===== src/rtl/digit_counter_pkg.sv =====
// Shared types and legality constants for the digit counter and its radix scaler.
// Optional signed operand support is selected with DIGIT_COUNTER_SIGNED_EN.
package digit_counter_pkg;

  typedef enum logic [1:0] {
    IDLE,
    RUN,
    DONE
  } dc_state_t;

  localparam int WIDTH_MIN = 4;
  localparam int WIDTH_MAX = 64;
  localparam int RADIX_MIN = 2;
  localparam int RADIX_MAX = 16;

  // Headroom above WIDTH so the threshold can exceed 2^WIDTH-1 once without wrapping.
  localparam int THR_EXTRA = 5;

endpackage


===== src/rtl/digit_counter_radix_scale.sv =====
// Combinational threshold scaler: multiplies thr by RADIX and flags a product
// that no longer fits in WIDTH bits. Shared with the radix formatter.
module radix_scale
  import digit_counter_pkg::*;
#(
  parameter int WIDTH = 32,
  parameter int RADIX = 10,
  localparam int TW = WIDTH + THR_EXTRA
) (
  input  logic [TW-1:0] thr_i,
  output logic [TW-1:0] prod_o,
  output logic          ovf_o
);

  localparam int PW = TW + 5;

  logic [PW-1:0] full;

  always_comb begin
    full = PW'(thr_i) * PW'(RADIX);
  end

  assign prod_o = full[TW-1:0];
  // Any set bit at or above WIDTH means the product exceeds 2^WIDTH-1.
  assign ovf_o  = |full[PW-1:WIDTH];

endmodule


===== src/rtl/digit_counter.sv =====
// Multi-cycle base-RADIX digit counter with start/done handshake.
// Define DIGIT_COUNTER_SIGNED_EN to treat n as two's complement and expose neg.
module digit_counter
  import digit_counter_pkg::*;
#(
  parameter int WIDTH = 32,
  parameter int RADIX = 10,
  localparam int CW = $clog2(WIDTH + 1)
) (
  input  logic             clk,
  input  logic             rst,
  input  logic             start,
  input  logic [WIDTH-1:0] n,
  output logic             busy,
  output logic             done,
  output logic [CW-1:0]    count
`ifdef DIGIT_COUNTER_SIGNED_EN
  ,
  output logic             neg
`endif
);

  localparam int TW = WIDTH + THR_EXTRA;

  if (WIDTH < WIDTH_MIN || WIDTH > WIDTH_MAX) begin : g_bad_width
    $error("digit_counter: WIDTH out of range");
  end
  if (RADIX < RADIX_MIN || RADIX > RADIX_MAX) begin : g_bad_radix
    $error("digit_counter: RADIX out of range");
  end

  dc_state_t        state_q, state_d;
  logic [WIDTH-1:0] val_q, val_d;
  logic [TW-1:0]    thr_q, thr_d;
  logic [CW-1:0]    cnt_q, cnt_d;
  logic             ovf_q, ovf_d;
  logic             busy_q, busy_d;
  logic             done_q, done_d;
  logic [CW-1:0]    count_q, count_d;
`ifdef DIGIT_COUNTER_SIGNED_EN
  logic             neg_q, neg_d;
`endif

  logic [WIDTH-1:0] in_mag;
  logic [TW-1:0]    thr_next;
  logic             thr_ovf;
  logic             reach;

  radix_scale #(
    .WIDTH (WIDTH),
    .RADIX (RADIX)
  ) u_scale (
    .thr_i  (thr_q),
    .prod_o (thr_next),
    .ovf_o  (thr_ovf)
  );

  // Magnitude is taken in WIDTH bits so the most negative value maps to 2^(WIDTH-1).
  always_comb begin
`ifdef DIGIT_COUNTER_SIGNED_EN
    in_mag = n[WIDTH-1] ? (~n + WIDTH'(1)) : n;
`else
    in_mag = n;
`endif
  end

  assign reach = ({{THR_EXTRA{1'b0}}, val_q} >= thr_q);

  // NOTE: every signal gets a default before the case so no latch is inferred.
  always_comb begin
    state_d = state_q;
    val_d   = val_q;
    thr_d   = thr_q;
    cnt_d   = cnt_q;
    ovf_d   = ovf_q;
    busy_d  = busy_q;
    done_d  = 1'b0;
    count_d = count_q;
`ifdef DIGIT_COUNTER_SIGNED_EN
    neg_d   = neg_q;
`endif
    case (state_q)
      IDLE: begin
        if (start) begin
          state_d = RUN;
          val_d   = in_mag;
          thr_d   = TW'(RADIX);
          cnt_d   = CW'(1);
          ovf_d   = 1'b0;
          busy_d  = 1'b1;
`ifdef DIGIT_COUNTER_SIGNED_EN
          neg_d   = n[WIDTH-1];
`endif
        end
      end
      RUN: begin
        if (reach && !ovf_q) begin
          cnt_d = cnt_q + CW'(1);
          thr_d = thr_next;
          ovf_d = thr_ovf;
        end else begin
          count_d = cnt_q;
          done_d  = 1'b1;
          state_d = DONE;
        end
      end
      DONE: begin
        state_d = IDLE;
        busy_d  = 1'b0;
      end
      default: begin
        state_d = IDLE;
        busy_d  = 1'b0;
      end
    endcase
  end

  // NOTE: state uses non-blocking assignments so all flops update from pre-edge values.
  always_ff @(posedge clk or negedge rst) begin
    if (!rst) begin
      state_q <= IDLE;
      val_q   <= '0;
      thr_q   <= '0;
      cnt_q   <= '0;
      ovf_q   <= 1'b0;
      busy_q  <= 1'b0;
      done_q  <= 1'b0;
      count_q <= '0;
`ifdef DIGIT_COUNTER_SIGNED_EN
      neg_q   <= 1'b0;
`endif
    end else begin
      state_q <= state_d;
      val_q   <= val_d;
      thr_q   <= thr_d;
      cnt_q   <= cnt_d;
      ovf_q   <= ovf_d;
      busy_q  <= busy_d;
      done_q  <= done_d;
      count_q <= count_d;
`ifdef DIGIT_COUNTER_SIGNED_EN
      neg_q   <= neg_d;
`endif
    end
  end

  assign busy  = busy_q;
  assign done  = done_q;
  assign count = count_q;
`ifdef DIGIT_COUNTER_SIGNED_EN
  assign neg   = neg_q;
`endif

endmodule


===== config.mk =====
export PLATFORM = sky130hd
export DESIGN_NAME = digit_counter
export DESIGN_NICKNAME = d
export VERILOG_FILES = /design/src/rtl/digit_counter_pkg.sv /design/src/rtl/digit_counter_radix_scale.sv /design/src/rtl/digit_counter.sv
export SDC_FILE = /design/constraint.sdc
export NUM_CORES = 1
export LEC_CHECK = 0
export ABC_AREA = 1
export CAP_MARGIN = 20
export CORE_AREA = 10 10 122 124
export DETAILED_ROUTE_END_ITERATION = 6
export DIE_AREA = 0 0 132 134
export GPL_TIMING_DRIVEN = 0
export PLACE_DENSITY = 0.73
export SETUP_SLACK_MARGIN = 0.05
export SLEW_MARGIN = 20
export SYNTH_ARGS = -nofsm -noshare
export SYNTH_HDL_FRONTEND = slang
export SYNTH_SLANG_ARGS = --single-unit

===== constraint.sdc =====
create_clock -name clk -period 6.7 [get_ports clk]
set_input_delay 1.34 -clock clk [delete_from_list [all_inputs] [get_ports clk]]
set_output_delay 1.34 -clock clk [all_outputs]
set_load 0.05 [all_outputs]

# After elaboration in Yosys (flattened, before gate mapping)
# Cells that the tools add are included.
dict set report op_classes {
  addsub 1
  multipliers 1
  magnitude_cmp 1
  eq_ne 4
  muxes 16
  bitwise 2
  reduce_logical 10
}
# operator n
set ops {}
lappend ops {{$mux 37} 2}
lappend ops {{$pmux 37 s2} 1}
lappend ops {{$mul 37x3->40 const B} 1}
lappend ops {{$ge 32x37->1} 1}
lappend ops {{$mux 6} 2}
lappend ops {{$pmux 6 s2} 1}
lappend ops {{$reduce_or 9->1} 1}
lappend ops {{$reduce_and 2->1} 4}
lappend ops {{$add 6x1->6 const B} 1}
lappend ops {{$ne 2x2->1 const B} 3}
lappend ops {{$mux 1} 5}
lappend ops {{$mux 2} 2}
lappend ops {{$pmux 1 s2} 2}
lappend ops {{$pmux 2 s2} 1}
lappend ops {{$reduce_and 3->1} 1}
lappend ops {{$eq 2x1->1 const B} 1}
lappend ops {{$logic_not 2->1} 1}
lappend ops {{$not 1->1} 2}
lappend ops {{$reduce_bool 2->1} 1}
lappend ops {{$logic_and 1x1->1} 1}
lappend ops {{$logic_not 1->1} 1}
dict set report word_totals {
  register_bits 86
  in_bits 35
  output_inout_bits 8
  wordCells 43
}

# Depth between registers and ports, before layout
# Gate-level depths: netlist of the first run.
dict set report logic_depth {
  depth_word 4
  ltp_mapped 19
  ltp_nobuf 19
}

# Hierarchy
# A second synthesis of the first run with hierarchy kept.
dict set report unflattened {
  cells_unflattened 1024
  area_unflattened_um2 7498.4
}
# module instances cells_each area_per_inst_um2 seq_area_each_um2
set modules_own_cells {}
lappend modules_own_cells {digit_counter 1 490 4500.6 2152.1}
lappend modules_own_cells {radix_scale 1 534 2997.9 0.0}

# Least setup slack after synthesis of the first run
# OpenSTA, ideal clock, no wires.
dict set report synth_timing {
  kind {flip-flop to flip-flop}
  start {register thr_q[4]}
  end {register ovf_q}
  setup_time_ns 0.116
  arrival_time_ns 2.278
  setup_slack_ns 4.305
  path_stages_with_launch 17
  n_path_buf 0
  period_less_slack_ns 2.395
  path_cell_list {dfrtp_1 ha_1 ha_1 fa_1 nand3_1 nor2_1 or2_1 nand2_1 nand2_1 nand3_1 nand2_1 nand2_1 nand2_1 nor2_1 nand3_1 nand2_1 nand2_1}
}
dict set report synth_between {
  elab_chain_cells 4
  elab_cells_between_ends 8
  cone_classes {mul (1); order compare (1); eq/ne (1); mux (2); reduce/logical (3)}
}
# item line_no
set synth_lines {}
lappend synth_lines {{start: declaration} digit_counter.sv:34} ;# logic [TW-1:0] thr_q, thr_d;
lappend synth_lines {{start signal: assignment} digit_counter.sv:135} ;# thr_q <= thr_d;
lappend synth_lines {{$mul 37x3->40 / $ge 32x37->1 (equally long branches)} {digit_counter_radix_scale.sv:20, digit_counter.sv:67}}
lappend synth_lines {{$reduce_or 9->1 / $logic_and 1x1->1 (equally long branches)} {digit_counter_radix_scale.sv:25, digit_counter.sv:97}}
lappend synth_lines {{$mux 1 / $ne 2x2->1 (equally long branches)} -}
lappend synth_lines {{$pmux 1 s2 / $reduce_and 3->1 (equally long branches)} -}
lappend synth_lines {{end signal: assignment} digit_counter.sv:137} ;# ovf_q <= ovf_d;
lappend synth_lines {{end: declaration} digit_counter.sv:36} ;# logic ovf_q, ovf_d;
# Parallel ways exist; a longest one is shown, timed or not. The select of a mux whose other input is x is not followed.
# A chain may end at the register's enable or synchronous reset.

# Worst setup path after layout of the first run
# Same ends and word-level chain as after synthesis.

==> impl_metrics.py, run 1 <==
metrics = {
    "cells_and_area": {
        "post_route_cells_drive_above_1_share": 0.0725,
        "multiInputGateArea_mm2": 0.00438,
        "areaGrowthSynthToFinish_pct": 14.1,
        "layout.area.seq_mm2": 0.00213,
        "antenna-diode-count": 0,
        "fill_cells": 1124,
        "final_core_util": 0.642,
        "num-nets-final": 1138,
    },
    "timing": {
        "timing.setup.tns_ns": 0,
        "slew-limit-headroom": 0.322,
        "final-setup-viol-count": 0,
        "rsz0062_at_grt": "false",
        "slew_at_the_pin_closest_to_its_max_slew_limit_ns": 1.01,
        "layout_worst_path_cycle_share": 0.425,
        "timing.final.hold_violations": 0,
        "finalMaxSlewViolations": 0,
        "clock-skew-final_ns": 0.00518,
        "maxClockFrequency_mhz": 351,
        "period_minus_slack_ns": 2.85,
    },
    "clocking": {
        "clkLatencyLatePin_ns": 0.34,
        "cts.sink_count": 85,
        "cts_buffers": 9,
        "cts-htree-levels": 3,
        "number_of_gates_given_a_new_drive_strength_after_cts": 0,
        "clk_path_buf_depth": 2,
        "postCtsSetupRepairBufs": 0,
        "cts_root_buf": "clkbuf_16",
        "tritoncts": "built",
        "cts-hold-fix-buffers": 0,
        "worst_path_clk_slew_ns": 0.06,
    },
    "pwr": {
        "swShare": 0.476,
        "p_switching_mw": 1.73,
        "power.ir.vdd_worst_mv": 0.152,
        "power.share.sequential": 0.263,
        "power_frac_clock": 0.148,
        "intPower_mw": 1.91,
        "leakage_nw": 4.12,
        "power_density_mw_per_mm2": 455,
        "combinational_group_share_of_total_power": 0.589,
    },
    "floorplan": {
        "ioPinCount": 43,
        "placeableCoreArea_mm2": 0.0125,
        "die_h_um": 134,
        "die-area_mm2": 0.0177,
        "start_util": 0.563,
        "placementRows": 41,
        "fp.dieW_um": 132,
    },
    "yosys": {
        "syn_avg_cell_area_um2": 7.40,
        "synth_warnings": 0,
        "synth_largest_area_cell": "dfrtp_1",
        "synth_flop_cell": "dfrtp_1",
        "synth_edf_count": 0,
        "sequential_to_total_area_share_from_yosys_stat": 0.303,
        "synth_largest_type_area_fraction": 0.303,
        "synth_top_cells_by_area": "dfrtp_1 (30%), ha_1 (18%), nand2_1 (15%)",
        "netlist_area_mm2": 0.00701,
        "synthCells": 948,
        "syn-num-nets": 1084,
        "async_reset_ff_frac": 1.00,
        "synth.distinct_cells": 43,
        "synth.ff_latch_count": 85,
    },
    "place": {
        "port-buffer-count": 42,
        "dp_hpwl_um": 14600,
        "gp_routability_congestion": 0.941,
    },
    "global_route": {
        "globalRouteOverflowTotal": 0,
        "first_global_vias": 6118,
        "grt_util_all_layers": 0.205,
        "initial_antenna_violation_count": 0,
        "grt_max_degree": 46,
        "grt_pass1_wl_um": 29900,
    },
    "worst_setup_path": {
        "worst_ep_arrival_time_ns": 3.08,
        "worst_setup_path_start_kind": "flip-flop",
        "setup.reg_to_reg.worst_slack_ns": 3.85,
        "critPathMaxFanout": 4,
        "critical_path_class": "flip-flop to flip-flop",
        "timing.critical_path.to_type": "flip-flop",
        "required_ns": 6.93,
    },
    "run": {
        "number_of_max_cap_violations": 0,
    },
    "routing": {
        "post_drt_wl_per_cell_um": 15.2,
        "detail_route.iter0.violations": 613,
        "routed_wirelength_um": 18000,
        "via_count": 6356,
        "number_of_drc_violations_after_detailed_routing": 0,
        "ant_nets": 0,
        "drt_pre_antenna_iters": 5,
        "via_density_per_instance": 5.39,
    },
    "outcome": {
        "run_status": "finished clean",
    },
    "min_path": {
        "worst_hold_path_type": "flip-flop to flip-flop",
    },
}
==> metal layers <==
layer	up-vias	track usage	share of wire
li1	3239	-	-
met1	2936	0.273	0.49
met2	147	0.327	0.44
met3	34	0.0325	0.041
met4	0	0.0773	0.027
met5	-	0	0
==> registers in the layout, summed over array words and instances, names as in the netlist <==
register,count
thr_q,36
val_q,32
cnt_q,6
count,6
state_q,2
busy,1
done,1
ovf_q,1
==> cell usage in the layout, fill, tap and decap left out, types with 2 or more instances in the layout <==
cell and instances:
nand2_1 277, inv_1 101, ha_1 100, nor2_1 86, dfrtp_1 85, nand3_1 71
a21oi_1 66, o21ai_0 45, clkdlybuf4s50_1 41, mux2_2 31, nor3_1 10, clkbuf_16 9
buf_2 7, o21bai_1 7, clkbuf_1 7, xnor2_1 7, nand4_1 6, xor2_1 5
buf_6 4, nand3b_1 3, clkbuf_8 3, nor4_1 2, inv_2 2, nor2_2 2
nor3_2 2, o21ai_1 2, a31oi_1 2, buf_1 2, bufinv_16 2
==> power groups by stage <==
stage / logic, mW / clock network, mW / registers (mW)
after global placement: 2.08 / 0 / 0.955
after CTS: 2.14 / 0.546 / 0.952
final: 2.14 / 0.539 / 0.958
after detailed placement: 2.13 / 0 / 0.958
after floorplan: 1.58 / 0 / 0.909
after global routing: 2.44 / 0.569 / 0.980
==> Yosys cell counts, types with 2 or more instances <==
cell type,instances
nand3_1,71
o21bai_1,7
o21ai_1,2
a31oi_1,2
o21ai_0,45
dfrtp_1,85
nor4_1,2
ha_1,100
xor2_1,5
nor2_2,2
nor3_2,2
nand3b_1,3
nor3_1,10
nor2_1,86
mux2_2,31
a21oi_1,66
buf_6,4
buf_2,7
inv_1,101
nand4_1,6
buf_1,2
clkbuf_1,5
nand2_1,277
xnor2_1,7
inv_2,2
==> logic make-up (layout without fill, tap and decap cells) <==
kind of cell / count (synthesis) / count (layout) / share of synthesized area
AND/OR/NAND/NOR: 470 / 470 / 0.283
XOR/XNOR: 12 / 12 / 0.0150
multiplexers: 31 / 31 / 0.0498
flip-flops: 85 / 85 / 0.303
AO/OA/AOI/OAI: 127 / 127 / 0.0953
buffers and inverters: 122 / 181 / 0.0723
adder cells (fa/ha/maj): 101 / 101 / 0.181
==> worst paths after layout <==
path | from | to | depth (start not counted)
worst max-delay path | thr_q[4] | ovf_q | 17
worst min-delay path | count[4] | count[4] | 2
worst max register to register | thr_q[4] | ovf_q | 17
worst min register to register | count[4] | count[4] | 2
max in group asynchronous | rst | thr_q[33] | 2
min in group asynchronous | rst | val_q[8] | 1
==> worst max-delay path, stage by stage, from the launching register on <==
cell,delay (ns)
dfrtp_1,0.41
ha_1,0.31
ha_1,0.23
fa_1,0.40
nand3_1,0.12
nand3_1,0.14
nand2_1,0.09
nand2_1,0.10
nand2_1,0.08
nand2_1,0.11
nand2_1,0.14
nand3b_1,0.09
nand2_1,0.13
nand2_1,0.07
nor2_1,0.10
nand3_1,0.08
nand2_1,0.09
nand2_1,0.05
==> per-stage QoR <==
| stage | hold WS (ns) | instance area, um^2 | power, mW | setup slack (ns) | cells |
|---|---|---|---|---|---|
| 2_1_floorplan | 0.449 | 7010 | 2.49 | 4.31 | 948 |
| 3_3_place_gp | 0.464 | 7650 | 3.03 | 1.23 | 1162 |
| 3_5_place_dp | 0.473 | 7670 | 3.08 | 3.72 | 1163 |
| 4_1_cts | 0.489 | 8000 | 3.64 | 3.85 | 1179 |
| 5_1_grt | 0.517 | 8000 | 3.99 | 3.70 | 1179 |
| 6_report | 0.489 | 8000 | 3.64 | 3.85 | 1179 |
==> area by class of cell <==
type / instances / area share
multi-input cells: 741 / 0.547
clock buffers: 13 / 0.0325
repair buffers: 43 / 0.0557
clock inverters: 3 / 0.00844
well taps: 172 / 0.0269
plain buffers: 19 / 0.0150
flip-flops and latches: 85 / 0.266
inverters: 103 / 0.0483
(Power assumes the default switching activity.)
==> run 2, diff against run 1 <==
- clock period: 6.7 -> 2.98 ns (I/O delays scaled with it)
==> run 2 against run 1 <==
Count of clock-buffer cells in the layout unchanged. Cell count is the same. Critical path depth stayed put. Non-clock buffer count unchanged.
==> impl_metrics.py, run 2 (synthesized netlist as in run 1, its figures left out) <==
metrics = {
    "outcome": {
        "run_status": "finished clean",
    },
    "cells_and_area": {
        "fin_area_mm2": 0.00803,
        "layout.cells.most_common_list": "nand2_1 (273), inv_1 (101), ha_1 (100)",
        "num-nets-final": 1138,
        "layout.area.seq_mm2": 0.00213,
        "areaGrowthSynthToFinish_pct": 14.5,
        "flip_flop_count_of_the_largest_register_all_copies_and_words_added": 36,
        "layout.cells.non_filler": 1179,
        "regMostFlops": "thr_q",
        "layout_top_registers": "thr_q x36, val_q x32",
        "antenna-diode-count": 0,
        "post_route_cells_drive_above_1_share": 0.0814,
        "multiInputGateArea_mm2": 0.00441,
        "final_common_cell": "nand2_1",
        "fill_cells": 1117,
    },
    "routing": {
        "detail_route.iter0.violations": 535,
        "via_count": 6345,
        "post_drt_wl_per_cell_um": 15.2,
        "routed_wirelength_um": 18000,
        "via_density_per_instance": 5.38,
        "number_of_drc_violations_after_detailed_routing": 0,
        "ant_nets": 0,
        "drt_pre_antenna_iters": 5,
    },
    "worst_setup_path": {
        "timing.critical_path.slowest_cell_delay_ns": 0.41,
        "required_ns": 3.22,
        "setup.reg_to_reg.worst_slack_ns": 0.23,
        "timing.critical_path.to_type": "flip-flop",
        "crit_path_top_delay_cell": "dfrtp_1",
        "critPathMaxFanout": 4,
        "worst_r2r_startpoint": "thr_q[4]",
        "ordered_cell_list_for_the_critical_path": "ha_1 -> ha_1 -> fa_2 -> nand3_1 -> nand3_1 -> nand2_1 -> nand2_1 -> nand2_1 -> nand2_1 -> nand2_2 -> nand3b_1 -> nand2_2 -> nand2_1 -> nor2_1 -> nand3_1 -> nand2_1 -> nand2_1",
        "worst_setup_path_start_kind": "flip-flop",
        "worst_ep_arrival_time_ns": 2.99,
        "worst_r2r_endpoint": "ovf_q",
        "reg2regPathDepth": 17,
        "crit_path_frequent_cell": "nand2_1",
        "critical_path_class": "flip-flop to flip-flop",
    },
    "floorplan": {
        "placeableCoreArea_mm2": 0.0125,
        "fp.dieW_um": 132,
        "die-area_mm2": 0.0177,
        "start_util": 0.563,
        "ioPinCount": 43,
        "placementRows": 41,
        "die_h_um": 134,
    },
    "timing": {
        "final-setup-viol-count": 0,
        "finalMaxSlewViolations": 0,
        "slew_at_the_pin_closest_to_its_max_slew_limit_ns": 1.01,
        "slew-limit-headroom": 0.322,
        "rsz0062_at_grt": "false",
        "timing.final.hold_violations": 0,
        "period_minus_slack_ns": 2.75,
        "clock-skew-final_ns": 0.00768,
        "final_critical_path_setup_slack_ns": 0.233,
        "layout_worst_path_cycle_share": 0.922,
        "maxClockFrequency_mhz": 364,
        "hold-worst-slack_ns": 0.238,
    },
    "clocking": {
        "cts-hold-fix-buffers": 0,
        "postCtsSetupRepairBufs": 0,
        "clk_path_buf_depth": 2,
        "worst_path_clk_slew_ns": 0.06,
        "tritoncts": "built",
        "clkLatencyLatePin_ns": 0.35,
        "cts.sink_count": 85,
        "cts_buffers": 9,
        "cts-htree-levels": 3,
        "cts_root_buf": "clkbuf_16",
    },
    "pwr": {
        "p_switching_mw": 3.91,
        "power_frac_clock": 0.149,
        "power_density_mw_per_mm2": 1020,
        "swShare": 0.477,
        "power.ir.vdd_worst_mv": 0.345,
        "intPower_mw": 4.30,
        "combinational_group_share_of_total_power": 0.589,
        "power.share.sequential": 0.262,
        "design_power_mw": 8.21,
        "leakage_nw": 4.13,
    },
    "global_route": {
        "grt_pass1_wl_um": 29900,
        "first_global_vias": 6118,
        "globalRouteOverflowTotal": 0,
        "grt_max_degree": 46,
        "initial_antenna_violation_count": 0,
        "grt_util_all_layers": 0.205,
    },
    "place": {
        "port-buffer-count": 42,
        "gp_routability_congestion": 0.941,
        "place_inst": 1163,
        "pre_cts_ws_ns": 0.203,
        "dp_hpwl_um": 14600,
        "detailed_place.area_mm2": 0.00767,
    },
    "min_path": {
        "worst_hold_path_type": "primary input to asynchronous set/reset pin",
    },
    "run": {
        "number_of_max_cap_violations": 0,
    },
}
==> run 2: cell count changes in the layout (fill, tap and decap cells not counted), moves of 2 or more <==
| cell | previous run | this run |
|---|---|---|
| nand2_2 | 1 | 5 |
| nand2_1 | 277 | 273 |
| a21oi_1 | 66 | 64 |
| a21oi_2 | 0 | 2 |
==> run 2: layout make-up <==
class / instances / share of cell area
clock inverter: 3 / 0.00842
inverter: 103 / 0.0482
buffer: 19 / 0.0150
clock buffer: 13 / 0.0324
sequential: 85 / 0.265
tap: 172 / 0.0268
multi-input combinational: 741 / 0.549
timing repair buffer: 43 / 0.0555
==> run 2: repair_timing <==
action | 4_1_cts | 5_1_grt
hold endpoints to repair | 0 | 0
endpoints found under the setup margin | 0 | 1
gates resized for setup | 0 | 9
==> run 2: per-stage QoR <==
step,TNS [ns],utilization
CTS,0,0.642
floorplan,0,-
detailed placement,0,0.616
global route,0,0.644
global placement,-148.06,0.614
finish,0,0.644
==> run 2: critical path: cells and delay by family (launching register included) <==
kind,cells,cell delay [ns]
flops,1,0.41
fa+ha+maj,3,0.91
simple gates,14,1.34
==> run 2: worst max path at each step <==
| stage | from | to | slack, ns | cells after the start |
|---|---|---|---|---|
| after floorplan | thr_q[4] | ovf_q | 0.59 | 16 |
| after global placement | rst | thr_q[34] | -1.75 | 1 |
| after detailed placement | thr_q[4] | ovf_q | 0.20 | 17 |
| after CTS | thr_q[4] | ovf_q | 0.18 | 17 |
| after global routing | thr_q[22] | ovf_q | 0.09 | 14 |
| final | thr_q[4] | ovf_q | 0.23 | 17 |
==> run 2: power groups by stage <==
| stage | clock network (mW) | registers, mW | logic [mW] |
|---|---|---|---|
| 6_report | 1.22 | 2.15 | 4.84 |
| 5_1_grt | 1.28 | 2.20 | 5.51 |
| 4_1_cts | 1.23 | 2.14 | 4.81 |
| 3_5_place_dp | 0 | 2.15 | 4.78 |
| 3_3_place_gp | 0 | 2.15 | 4.67 |
| 2_1_floorplan | 0 | 2.04 | 3.56 |
==> run 2: per-layer routing <==
metal	GRT usage	part of all wire	vias up
met5	0	0	-
met4	0.0773	0.027	0
met3	0.0325	0.047	34
met2	0.327	0.44	152
met1	0.273	0.48	2918
li1	-	-	3241
==> run 3, diff against run 2 <==
- ABC_CLOCK_PERIOD_IN_PS: default -> 2980
==> results of run 3 <==
The final DEF is identical to that of run 2; final timing and power are the same.
